### src/rtl/uart_program_loader_pkg.sv
// Shared constants for the UART program loader: defaults, loader FSM and receiver state encodings.
package uart_program_loader_pkg;

  localparam int         DEFAULT_CLKS_PER_BIT = 868;
  localparam logic [7:0] DEFAULT_SYNC_BYTE    = 8'hA5;

  localparam logic [2:0] ST_IDLE  = 3'd0;
  localparam logic [2:0] ST_SYNC  = 3'd1;
  localparam logic [2:0] ST_COUNT = 3'd2;
  localparam logic [2:0] ST_DATA  = 3'd3;
  localparam logic [2:0] ST_WRITE = 3'd4;
  localparam logic [2:0] ST_DONE  = 3'd5;
  localparam logic [2:0] ST_ERROR = 3'd6;

  localparam logic [1:0] RX_IDLE  = 2'd0;
  localparam logic [1:0] RX_START = 2'd1;
  localparam logic [1:0] RX_DATA  = 2'd2;
  localparam logic [1:0] RX_STOP  = 2'd3;

  // A count byte of zero stands for a full 256-instruction image.
  function automatic logic [8:0] decode_count(input logic [7:0] count_byte);
    return (count_byte == 8'd0) ? 9'd256 : {1'b0, count_byte};
  endfunction

endpackage

### src/rtl/uart_program_loader_uart_rx.sv
// 8N1 UART receiver: 2-flop synchroniser, glitch-filtered start bit, centre sampling,
// one-cycle byte_valid / byte_err pulses.
module uart_rx
  import uart_program_loader_pkg::*;
#(
  parameter int CLKS_PER_BIT = DEFAULT_CLKS_PER_BIT
) (
  input  logic       clk,
  input  logic       rst,
  input  logic       rx,
  output logic [7:0] byte_data,
  output logic       byte_valid,
  output logic       byte_err
);

  localparam int               CNT_W     = $clog2(CLKS_PER_BIT) + 1;
  localparam logic [CNT_W-1:0] HALF_LAST = CNT_W'(CLKS_PER_BIT / 2 - 1);
  localparam logic [CNT_W-1:0] FULL_LAST = CNT_W'(CLKS_PER_BIT - 1);

  logic             rx_meta, rx_sync, rx_prev;
  logic [1:0]       rx_state;
  logic [CNT_W-1:0] clk_cnt;
  logic [2:0]       bit_idx;
  logic [7:0]       shift_reg;

  // Flops reset to the idle-high line level so releasing reset never looks like a start edge.
  always_ff @(posedge clk or negedge rst) begin
    if (!rst) begin
      rx_meta <= 1'b1;
      rx_sync <= 1'b1;
      rx_prev <= 1'b1;
    end else begin
      rx_meta <= rx;
      rx_sync <= rx_meta;
      rx_prev <= rx_sync;
    end
  end

  always_ff @(posedge clk or negedge rst) begin
    if (!rst) begin
      rx_state   <= RX_IDLE;
      clk_cnt    <= '0;
      bit_idx    <= 3'd0;
      shift_reg  <= 8'd0;
      byte_data  <= 8'd0;
      byte_valid <= 1'b0;
      byte_err   <= 1'b0;
    end else begin
      byte_valid <= 1'b0;
      byte_err   <= 1'b0;
      case (rx_state)
        RX_IDLE: begin
          if (rx_prev && !rx_sync) begin
            rx_state <= RX_START;
            clk_cnt  <= '0;
          end
        end
        RX_START: begin
          if (clk_cnt == HALF_LAST) begin
            clk_cnt  <= '0;
            bit_idx  <= 3'd0;
            rx_state <= rx_sync ? RX_IDLE : RX_DATA;
          end else begin
            clk_cnt <= clk_cnt + 1'b1;
          end
        end
        RX_DATA: begin
          if (clk_cnt == FULL_LAST) begin
            clk_cnt   <= '0;
            shift_reg <= {rx_sync, shift_reg[7:1]};
            bit_idx   <= bit_idx + 3'd1;
            if (bit_idx == 3'd7) rx_state <= RX_STOP;
          end else begin
            clk_cnt <= clk_cnt + 1'b1;
          end
        end
        default: begin
          if (clk_cnt == FULL_LAST) begin
            clk_cnt  <= '0;
            rx_state <= RX_IDLE;
            if (rx_sync) begin
              byte_valid <= 1'b1;
              byte_data  <= shift_reg;
            end else begin
              byte_err <= 1'b1;
            end
          end else begin
            clk_cnt <= clk_cnt + 1'b1;
          end
        end
      endcase
    end
  end

endmodule

### src/rtl/uart_program_loader.sv
// Loads a framed program (sync, count, 3-byte words MSB-first) from UART into instruction
// memory while holding the CPU.
module uart_program_loader
  import uart_program_loader_pkg::*;
#(
  parameter int         CLKS_PER_BIT = DEFAULT_CLKS_PER_BIT,
  parameter logic [7:0] SYNC_BYTE    = DEFAULT_SYNC_BYTE
) (
  input  logic        clk,
  input  logic        rst,
  input  logic        rx,
  input  logic        load_req,
  output logic        wr_en,
  output logic [7:0]  wr_addr,
  output logic [23:0] wr_data,
  output logic        cpu_hold,
  output logic        busy,
  output logic        done,
  output logic        frame_err
);

  logic [7:0] byte_data;
  logic       byte_valid, byte_err;
  logic [2:0] state;
  logic [1:0] byte_idx;
  logic [8:0] write_cnt, n_count;

  uart_rx #(.CLKS_PER_BIT(CLKS_PER_BIT)) u_rx (
    .clk       (clk),
    .rst       (rst),
    .rx        (rx),
    .byte_data (byte_data),
    .byte_valid(byte_valid),
    .byte_err  (byte_err)
  );

  // load_req outranks everything, including a completing third byte, so a restart never writes.
  always_ff @(posedge clk or negedge rst) begin
    if (!rst) begin
      state     <= ST_IDLE;
      byte_idx  <= 2'd0;
      write_cnt <= 9'd0;
      n_count   <= 9'd0;
      wr_en     <= 1'b0;
      wr_addr   <= 8'd0;
      wr_data   <= 24'd0;
    end else begin
      wr_en <= 1'b0;
      if (load_req) begin
        state     <= ST_SYNC;
        byte_idx  <= 2'd0;
        write_cnt <= 9'd0;
      end else begin
        case (state)
          ST_SYNC: begin
            if (byte_err) state <= ST_ERROR;
            else if (byte_valid && byte_data == SYNC_BYTE) state <= ST_COUNT;
          end
          ST_COUNT: begin
            if (byte_err) begin
              state <= ST_ERROR;
            end else if (byte_valid) begin
              n_count   <= decode_count(byte_data);
              byte_idx  <= 2'd0;
              write_cnt <= 9'd0;
              wr_addr   <= 8'd0;
              state     <= ST_DATA;
            end
          end
          ST_DATA: begin
            if (byte_err) begin
              state <= ST_ERROR;
            end else if (byte_valid) begin
              case (byte_idx)
                2'd0:    wr_data[23:16] <= byte_data;
                2'd1:    wr_data[15:8]  <= byte_data;
                default: wr_data[7:0]   <= byte_data;
              endcase
              if (byte_idx == 2'd2) begin
                byte_idx <= 2'd0;
                wr_en    <= 1'b1;
                state    <= ST_WRITE;
              end else begin
                byte_idx <= byte_idx + 2'd1;
              end
            end
          end
          ST_WRITE: begin
            wr_addr   <= wr_addr + 8'd1;
            write_cnt <= write_cnt + 9'd1;
            state     <= (write_cnt + 9'd1 == n_count) ? ST_DONE : ST_DATA;
          end
          default: ;
        endcase
      end
    end
  end

  assign busy      = (state == ST_SYNC) || (state == ST_COUNT) ||
                     (state == ST_DATA) || (state == ST_WRITE);
  assign cpu_hold  = busy || (state == ST_ERROR);
  assign done      = (state == ST_DONE);
  assign frame_err = (state == ST_ERROR);

endmodule

### config.mk
export PLATFORM = sky130hd
export DESIGN_NAME = uart_program_loader
export DESIGN_NICKNAME = d
export VERILOG_FILES = /design/src/rtl/uart_program_loader_pkg.sv /design/src/rtl/uart_program_loader_uart_rx.sv /design/src/rtl/uart_program_loader.sv
export SDC_FILE = /design/constraint.sdc
export NUM_CORES = 1
export LEC_CHECK = 0
export ABC_CLOCK_PERIOD_IN_PS = 2700
export BUFFER_PORTS_ARGS = -buffer_cell sky130_fd_sc_hd__clkbuf_2
export CAP_MARGIN = 20
export CORE_ASPECT_RATIO = 1.4
export CORE_UTILIZATION = 45
export CTS_CLUSTER_SIZE = 20
export DETAILED_ROUTE_END_ITERATION = 8
export GPL_ROUTABILITY_DRIVEN = 1
export PLACE_DENSITY_LB_ADDON = 0.12
export SYNTH_ARGS = -nofsm -noshare
export SYNTH_HDL_FRONTEND = slang
export SYNTH_HIERARCHICAL = 1
export SYNTH_SLANG_ARGS = --single-unit
### constraint.sdc
create_clock -name clk -period 2.7 [get_ports clk]
set_clock_uncertainty 0.2 [all_clocks]
set_input_delay 0.135 -clock clk [delete_from_list [all_inputs] [get_ports clk]]
set_output_delay 0.135 -clock clk [all_outputs]
set_load 0.02 [all_outputs]
==> metrics.csv, run 1 <==
metric,value,unit
status,finished clean,
largest_register_ffs,24,
rows,42,
nets,457,
syn_inst,400,
clkTransAtPathRegs,0.06,ns
r2r_start,write_cnt[0]$_DFFE_PN0P_,
cp-start-kind,flip-flop,
synth_common_cells,"90 x dfrtp_1, 52 x nand2_1, 41 x mux2_2, 31 x nor2_1, 22 x o21ai_0",
ant_nets,0,
drt_wl_total,9001,µm
yosys-top-cells-area,"dfrtp_1 51%, mux2_2 10%, nand2_1 4.4%",
antenna_found_initial,0,
final_area,5102,µm²
grt_max_degree,51,
crit_required,2.78,ns
cts_buffer_depth,2,
initial_core_util,46.42,%
power.density,619.4,nW/µm²
slew_headroom,49.57,%
busiest_layer,met2,
period_share,86.84,%
htreeDepth,3,
met1_usage,24.18,%
synth.avg_cell_area,11.04,µm²
drv_slew,0,
synthFlopType,dfrtp_1,
dieArea,10220,µm²
wl_per_cell,15.41,µm
cts_setup_buffers,0,
async_flop_share,100.0,%
netlist_area,4415,µm²
drive_above_1_share,27.43,%
startpoint,write_cnt[0]$_DFFE_PN0P_,
die_x,85.72,µm
gp_congestion,0.8474,
hold_violations,0,
worst_pin_slew,0.7537,ns
cts_root_buf,clkbuf_16,
period_minus_slack,2.345,ns
dr.pass1.iters,4,
total_power,3.160,mW
vdd_drop_max,0.0005129,V
area_delta_synth_final,15.56,%
grt_pass1_vias,3034,
synth_fp_nets,410,
viasPerCell,5.308,
io_pins,41,
synth-warning-count,6,
yosysTopAreaCellShare,51.01,%
grt_pass1_wl,15120,µm
cts_num_sinks,93,
drc_errors,0,
io_buffers,40,
final-seq-area,2331,µm²
largest-register,wr_data,
largestRegisters,"wr_data (24), u_rx/clk_cnt (11)",
overflow,0,
grt.met3_usage,3.881,%
cp_max_fo,7,
met2_usage,32.40,%
cap_violations,0,
ys_seq_area_share,52.79,%
setup_violations,0,
yosysMostFrequentCell,dfrtp_1,
cts_buffers,9,
hold_class,input port to asynchronous set/reset pin,
rsz0062_at_grt,false,
insertion_delay,0.34,ns
synth_edf_count,0,
die_h,119.2,µm
crit_arrival,2.43,ns
p_leak,2.480,nW
ys_types,59,
multi_input_area,1942,µm²
antenna_cells,0,
vias,3100,
track_usage,19.26,%
cts_tree,done,
fp.coreArea,9512,µm²
clock.fmax,426.5,MHz
synth_top_cell_by_area,dfrtp_1,
hpwlAfterDp,6454,µm
drt_iter0_drc,148,
fin_setup_tns,0,ns
end_kind,flip-flop,
ys_seq_elements,93,
n_fill_cell,861,
place_area,4743,µm²
critPathKind,flip-flop to flip-flop,
rr_worst_depth,7,
power breakdown:
part           switching [mW]  leakage (nW)  internal, mW
Clock                   0.506         0.160         0.864
Sequential             0.0912          1.26          1.45
Combinational           0.136          1.06         0.109
Total                   0.734          2.48          2.43
routing by layer:
metal	wire (µm)	part of all wire, %
met5	0	0
met4	141	1.6
met3	211	2.3
met2	4646	52
met1	4002	44
kinds of logic (layout without fill, tap and decap cells):
logic type	after synthesis	count (layout)	synth area share (%)
adder cells (fa/ha/maj)	6	6	1.700
AND/OR/NAND/NOR	151	151	18.53
buffers and inverters	24	76	3.230
XOR/XNOR	20	20	3.967
AO/OA/AOI/OAI	64	64	9.097
flip-flops	93	93	52.79
multiplexers	42	42	10.68
critical path: stages, from the launching register on:
cell and delay (ns):
dfrtp_1 0.41, ha_1 0.31, nand2_1 0.11, or3_4 0.40, xnor2_1 0.18, nand4_1 0.12
nor4_2 0.37, o31a_1 0.18
worst paths after layout:
| check | to | slack, ns |
|---|---|---|
| worst max-delay path | state[2]$_DFFE_PN0P_ | 0.36 |
| worst min-delay path | byte_idx[0]$_DFFE_PN0P_ | 0.12 |
| worst max register to register | state[2]$_DFFE_PN0P_ | 0.36 |
| worst min register to register | u_rx/rx_sync$_DFF_PN1_ | 0.16 |
| max in group asynchronous | wr_data[7]$_DFFE_PN0P_ | 1.51 |
| min in group clk | u_rx/rx_sync$_DFF_PN1_ | 0.16 |
cell type report:
cell class                      count  area share (%)
Sequential cell                    93           45.68
Inverter                           10          0.7357
Multi-Input combinational cell    283           38.06
Tap cell                          132           3.237
Timing Repair Buffer               50           5.836
Clock inverter                      3           1.349
Clock buffer                       13           5.101
timing repair:
item                      4_1_cts  5_1_grt
hold endpoints to repair       46        0
gates resized for setup         0        0
hold buffers                    3        0
per-stage QoR:
| stage | worst slack [ns] | hold slack (ns) | std cells | utilization (%) |
|---|---|---|---|---|
| after floorplan | 0.6153 | -0.3606 | 400 | - |
| after global placement | 0.3969 | -0.03670 | 565 | 49.87 |
| after detailed placement | 0.3618 | -0.02656 | 565 | 49.87 |
| after CTS | 0.3579 | 0.1581 | 584 | 53.64 |
| after global routing | 0.2228 | 0.1618 | 584 | 53.64 |
| final | 0.3554 | 0.1235 | 584 | 53.64 |
cells in the final DEF (no fill, tap or decap), types with 3 or more instances in the layout:
cell type      Yosys  final
a21oi_1           14     14
a31oi_1            6      6
and2_1             3      3
and3_1             4      4
buf_4              3      7
clkbuf_16          0      9
clkbuf_2           0     39
dfrtp_1           90     90
dfstp_2            3      3
dlygate4sd3_1      0      3
ha_1               6      6
inv_1             10     10
mux2_2            41     41
nand2_1           52     52
nand3_1           15     15
nand4_1            8      8
nor2_1            31     31
nor2b_1            4      4
nor3_1             8      8
o21a_1             3      3
o21ai_0           22     22
o31ai_1            3      3
or2_2              3      3
xnor2_1           10     10
xor2_1            10     10
Note: power is estimated with default switching activity, not from simulation.
==> run 2, diff against run 1 <==
--- a/config.mk
+++ b/config.mk
@@ -14,6 +14,9 @@
 export DETAILED_ROUTE_END_ITERATION = 8
 export GPL_ROUTABILITY_DRIVEN = 1
 export PLACE_DENSITY_LB_ADDON = 0.12
+export RECOVER_POWER = 50
+export REMOVE_ABC_BUFFERS = 1
+export SETUP_SLACK_MARGIN = 0.4
 export SYNTH_ARGS = -nofsm -noshare
 export SYNTH_HDL_FRONTEND = slang
 export SYNTH_HIERARCHICAL = 1
==> metrics.csv, run 2 (same netlist as run 1, synthesis figures left out) <==
metric,value,unit,change
setup_violations,0,,unchanged
drive_above_1_share,22.08,%,-5.4 points
critPathBufInv,0,,unchanged
layout_common_cells,"89 x dfrtp_1, 52 x nand2_1, 41 x mux2_2",,
initial_core_util,46.42,%,unchanged
hpwlAfterDp,6387,µm,-1.0%
worst_pin_slew,1.664,ns,+0.9101 ns
cpLargestDelayFamily,compound AO/OA/AOI/OAI gates,,
end_kind,flip-flop,,
drt_iter0_drc,119,,-20%
gp_congestion,0.8498,,+0.28%
status,"finished, violations left",,
p_sw,0.7787,mW,+6.1%
grt_pass1_vias,3056,,+0.73%
period_minus_slack,2.208,ns,-0.1370 ns
die_h,119.2,µm,unchanged
drt_wl_total,8977,µm,-0.27%
antenna_cells,0,,unchanged
hold_class,flip-flop to flip-flop,,
placed_cells,566,,+0.18%
crit_required,2.71,ns,-0.07 ns
drv_slew,30,,+30
overflow,0,,unchanged
clock.fmax,453.0,MHz,+6.2%
clockPowerShare,40.2,%,-3.2 points
ant_nets,0,,unchanged
area_delta_synth_final,14.23,%,
insertion_delay,0.34,ns,about the same
io_pins,41,,unchanged
period_share,81.76,%,-5.1 points
htreeDepth,3,,unchanged
largest_register_ffs,24,,unchanged
die_x,85.72,µm,unchanged
cts_root_buf,clkbuf_16,,
cp_max_fo,12,,+5
hold_violations,0,,unchanged
cts_tree,done,,
largestRegisters,"wr_data (24), u_rx/clk_cnt (11)",,
largest-register,wr_data,,
vias,3141,,+1.3%
cts_num_sinks,93,,unchanged
cts_buffer_depth,2,,unchanged
io_buffers,40,,unchanged
dieArea,10220,µm²,unchanged
stdcell_count,585,,+0.17%
fin_setup_tns,0,ns,unchanged
dr.pass1.iters,4,,unchanged
wl_per_cell,15.35,µm,-0.44%
nets,458,,+0.22%
drc_errors,0,,unchanged
slew_headroom,-10.92,%,-60 points
rows,42,,unchanged
power.density,595.3,nW/µm²,-3.9%
cts_buffers,9,,unchanged
cap_violations,1,,+1
pwr-share-seq,51.6,%,+2.7 points
viasPerCell,5.369,,+1.1%
swShare,25.93,%,+2.7 points
violations,"max-capacitance violations, max-slew violations",,
fp.coreArea,9512,µm²,unchanged
critPathKind,flip-flop to flip-flop,,
slowest_delay,0.42,ns,about the same
layout_commonest_cell,dfrtp_1,,
grt_max_degree,65,,+27%
cp-start-kind,flip-flop,,
vdd_drop_max,0.0004026,V,-22%
p_leak,2.357,nW,-5.0%
rsz0062_at_grt,true,,
total_power,3.002,mW,-5.0%
grt_pass1_wl,14770,µm,-2.4%
crit_arrival,2.22,ns,-0.21 ns
cts_setup_buffers,0,,unchanged
clkTransAtPathRegs,0.07,ns,about the same
comb_power_share,8.2,%,+0.4 points
n_fill_cell,880,,+2.2%
internal_power,2.224,mW,-8.4%
critPathSlowestCell,dfrtp_1,,
holdWs,0.1649,ns,+0.04133 ns
antenna_found_initial,0,,unchanged
track_usage,18.88,%,-0.38 points
crit_path_cell_trace,"ha_2, and4bb_2, nand4_4, a22o_2, a41oi_1, a31oi_1",,
run 2: changes by cell type in the layout (fill, tap and decap cells not counted), moves of 2 or more:
| cell | previous run | this run |
|---|---|---|
| bufinv_16 | 2 | 0 |
| clkbuf_1 | 2 | 30 |
| clkbuf_2 | 39 | 11 |
| ha_1 | 6 | 4 |
| ha_2 | 0 | 2 |
| inv_6 | 0 | 3 |
run 2: worst paths after layout:
path	start	end	slack, ns	depth (start not counted)
min in group asynchronous	rst	state[0]$_DFFE_PN0P_	0.54	2
max	u_rx/clk_cnt[0]$_DFFE_PN0P_	u_rx/clk_cnt[4]$_DFFE_PN0P_	0.49	6
max in group asynchronous	rst	u_rx/rx_prev$_DFF_PN1_	0.66	3
max reg2reg	u_rx/clk_cnt[0]$_DFFE_PN0P_	u_rx/clk_cnt[4]$_DFFE_PN0P_	0.49	6
min	u_rx/rx_meta$_DFF_PN1_	u_rx/rx_sync$_DFF_PN1_	0.16	0
min reg2reg	u_rx/rx_meta$_DFF_PN1_	u_rx/rx_sync$_DFF_PN1_	0.16	0
run 2: stage by stage:
step / area [µm²] / util (%) / setup WS, ns
detailed placement: 4751 / 49.95 / 0.4428
global route: 5044 / 53.03 / 0.2006
CTS: 5066 / 53.26 / 0.4281
global placement: 4751 / 49.95 / 0.5216
floorplan: 4310 / - / 0.1551
finish: 5044 / 53.03 / 0.4925
run 2: repair_timing:
action / in CTS / in global routing
hold buffers: 3 / 0
setup endpoints to repair: 0 / 22
resized for setup: 0 / 5
endpoints found under the hold margin: 93 / 0
run 2: per-layer routing:
layer,global-route usage [%],share of wire (%),vias to the layer above
met2,31.95,52,39
met3,4.227,2.1,16
met4,8.646,2.9,0
li1,-,-,1518
met1,22.72,42,1568
met5,0,0,-
run 2: worst reg2reg max path, delay by kind of cell, from the launching register on:
kind / cells / cell delay [ns]
AO/OA/AOI/OAI: 3 / 0.76
adder cells (fa/ha/maj): 1 / 0.25
flip-flops: 1 / 0.42
AND/OR/NAND/NOR: 2 / 0.46
run 2: area by class of cell:
type                            instances  area [µm²]  area share (%)
Multi-Input combinational cell        283        1957           38.80
Sequential cell                        93        2332           46.24
Clock inverter                          5       42.54          0.8435
Clock buffer                           11       242.7           4.813
Tap cell                              132       165.2           3.275
Inverter                               10       37.54          0.7442
Timing Repair Buffer                   51       266.5           5.284
run 2: power groups by stage:
stage / combinational [mW] / sequential [mW] / clock, mW
after floorplan: 0.167 / 1.55 / 0
after global placement: 0.239 / 1.57 / 0
after detailed placement: 0.243 / 1.57 / 0
after CTS: 0.246 / 1.54 / 1.24
after global routing: 0.278 / 1.56 / 1.29
final: 0.246 / 1.55 / 1.21
==> run 3, diff against run 2 <==
--- a/config.mk
+++ b/config.mk
@@ -5,7 +5,7 @@
 export SDC_FILE = /design/constraint.sdc
 export NUM_CORES = 1
 export LEC_CHECK = 0
-export ABC_CLOCK_PERIOD_IN_PS = 2700
+export ABC_CLOCK_PERIOD_IN_PS = 2100
 export BUFFER_PORTS_ARGS = -buffer_cell sky130_fd_sc_hd__clkbuf_2
 export CAP_MARGIN = 20
 export CORE_ASPECT_RATIO = 1.4
==> constraint.sdc (replaced) <==
create_clock -name clk -period 2.1 [get_ports clk]
set_clock_uncertainty 0.2 [all_clocks]
set_input_delay 0.105 -clock clk [delete_from_list [all_inputs] [get_ports clk]]
set_output_delay 0.105 -clock clk [all_outputs]
set_load 0.02 [all_outputs]
==> metrics.csv, run 3 (same netlist as run 1, synthesis figures left out) <==
metric,value,unit,change
status,finished clean,,
cts_tree,done,,
dr.pass1.iters,4,,unchanged
holdWs,0.1647,ns,-0.0001700 ns
preCtsSetupSlack,0.02191,ns,-0.4209 ns
ant_nets,0,,unchanged
io_buffers,40,,unchanged
drt_wl_total,11850,µm,+32%
total_power,4.099,mW,+37%
internal_power,2.973,mW,+34%
swShare,27.49,%,+1.6 points
largest-register,wr_data,,
clock.fmax,481.9,MHz,+6.4%
cp_max_fo,9,,-3
power.density,644.1,nW/µm²,+8.2%
final-seq-area,2342,µm²,+0.43%
critPathKind,flip-flop to flip-flop,,
overflow,0,,unchanged
cts_buffers,9,,unchanged
stdcell_count,659,,+13%
cap_violations,0,,-1
track_usage,22.75,%,+3.9 points
largestRegisters,"wr_data (24), u_rx/clk_cnt (11)",,
fp.coreArea,9512,µm²,unchanged
grt_pass1_vias,3607,,+18%
drive_above_1_share,49.15,%,+27 points
antenna_cells,0,,unchanged
drc_errors,0,,unchanged
slew_headroom,29.14,%,+40 points
layout_common_cells,"81 x dfrtp_1, 47 x buf_4, 33 x mux2_4",,
antenna_found_initial,0,,unchanged
worst_pin_slew,1.063,ns,-0.6009 ns
cts_buffer_depth,2,,unchanged
p_sw,1.127,mW,+45%
cp-start-kind,flip-flop,,
comb_power_share,14.3,%,+6.1 points
vdd_drop_max,0.0006416,V,+59%
largest_register_ffs,24,,unchanged
htreeDepth,3,,unchanged
crit_cells,7,,+1
drv_slew,0,,-100%
rows,42,,unchanged
nets,532,,+16%
grt_max_degree,45,,-31%
p_leak,3.000,nW,+27%
period_share,98.81,%,+17 points
rr_worst_depth,7,,+1
hold_violations,0,,unchanged
period_minus_slack,2.075,ns,-0.1325 ns
layout_commonest_cell,dfrtp_1,,
initial_core_util,46.42,%,unchanged
grt_pass1_wl,17810,µm,+21%
die_x,85.72,µm,unchanged
critPathSlowestCell,dfrtp_1,,
drt_iter0_drc,154,,+29%
cpLargestDelayFamily,simple AND/OR/NAND/NOR gates,,
area_delta_synth_final,44.15,%,
io_pins,41,,unchanged
gp_congestion,0.8479,,-0.22%
pwr-share-seq,47.6,%,-4.0 points
placed_cells,597,,+5.5%
holdPathStages,0,,unchanged
finalWorstSetupSlack,0.02493,ns,-0.4675 ns
setup_violations,0,,unchanged
crit_arrival,2.10,ns,-0.12 ns
slowest_delay,0.38,ns,-0.04 ns
cts_num_sinks,93,,unchanged
rsz0062_at_grt,true,,
n_fill_cell,724,,-18%
clockPowerShare,38.0,%,-2.2 points
crit_path_cell_trace,"ha_2, and4bb_2, nand4_4, buf_4, nor2_4, buf_12, mux2_2",,
hold_class,flip-flop to flip-flop,,
crit_required,2.13,ns,-0.58 ns
viasPerCell,5.395,,+0.47%
insertion_delay,0.35,ns,about the same
hpwlAfterDp,6925,µm,+8.4%
critPathBufInv,2,,+2
dieArea,10220,µm²,unchanged
multi_input_area,2550,µm²,+30%
die_h,119.2,µm,unchanged
end_kind,flip-flop,,
vias,3555,,+13%
wl_per_cell,17.99,µm,+17%
cts_root_buf,clkbuf_16,,
clkTransAtPathRegs,0.07,ns,about the same
==> run 3: area by class of cell <==
cell class | instances | area share, %
Tap cell | 132 | 2.595
Sequential cell | 93 | 36.80
Multi-Input combinational cell | 284 | 40.06
Clock buffer | 9 | 3.538
Timing Repair Buffer | 124 | 15.55
Clock inverter | 7 | 0.8650
Inverter | 10 | 0.5897
==> run 3: through the flow <==
| stage | setup TNS [ns] | util (%) | cell area, µm² |
|---|---|---|---|
| after floorplan | -3.943 | - | 4310 |
| after global placement | 0 | 52.53 | 4996 |
| after detailed placement | 0 | 52.53 | 4996 |
| after CTS | 0 | 61.04 | 5806 |
| after global routing | -0.7056 | 66.92 | 6365 |
| final | 0 | 66.92 | 6365 |
==> run 3: final timing paths <==
path / from / endpoint / slack, ns
setup / recovery: u_rx/clk_cnt[1]$_DFFE_PN0P_ / u_rx/byte_data[3]$_DFFE_PN0P_ / 0.02
hold / removal: u_rx/rx_meta$_DFF_PN1_ / u_rx/rx_sync$_DFF_PN1_ / 0.16
setup reg to reg: u_rx/clk_cnt[1]$_DFFE_PN0P_ / u_rx/byte_data[3]$_DFFE_PN0P_ / 0.02
hold reg to reg: u_rx/rx_meta$_DFF_PN1_ / u_rx/rx_sync$_DFF_PN1_ / 0.16
max in group asynchronous: rst / u_rx/byte_valid$_DFF_PN0_ / 0.28
min in group asynchronous: rst / byte_idx[1]$_DFFE_PN0P_ / 0.28
==> run 3: routing by layer <==
layer / vias up / GRT usage [%] / part of all wire, % / routed length (µm)
li1: 1648 / - / - / -
met1: 1814 / 27.36 / 41 / 4874
met2: 59 / 39.50 / 53 / 6242
met3: 34 / 3.534 / 2.0 / 235
met4: 0 / 10.73 / 4.2 / 501
met5: - / 0 / 0 / 0
==> run 3: power groups by stage <==
stage	logic (mW)	clock network, mW	registers, mW
after CTS	0.505	1.59	1.94
after global routing	0.634	1.67	1.96
after detailed placement	0.453	0	1.97
after global placement	0.442	0	1.97
final	0.588	1.56	1.95
after floorplan	0.215	0	1.99
==> run 3: timing repair <==
item	in CTS	in global routing
hold endpoints to repair	80	0
gates resized for setup	86	128
pin swaps	32	57
gates cloned	2	2
setup buffers	26	13
setup endpoints to repair	80	89
hold buffers	3	0
==> run 3: worst register-to-register path, delay by kind of cell, from the launching register on <==
family | cells | cell delay, ns
multiplexers | 1 | 0.33
AND/OR/NAND/NOR | 3 | 0.53
buffers and inverters | 2 | 0.32
adder cells (fa/ha/maj) | 1 | 0.19
flip-flops | 1 | 0.38
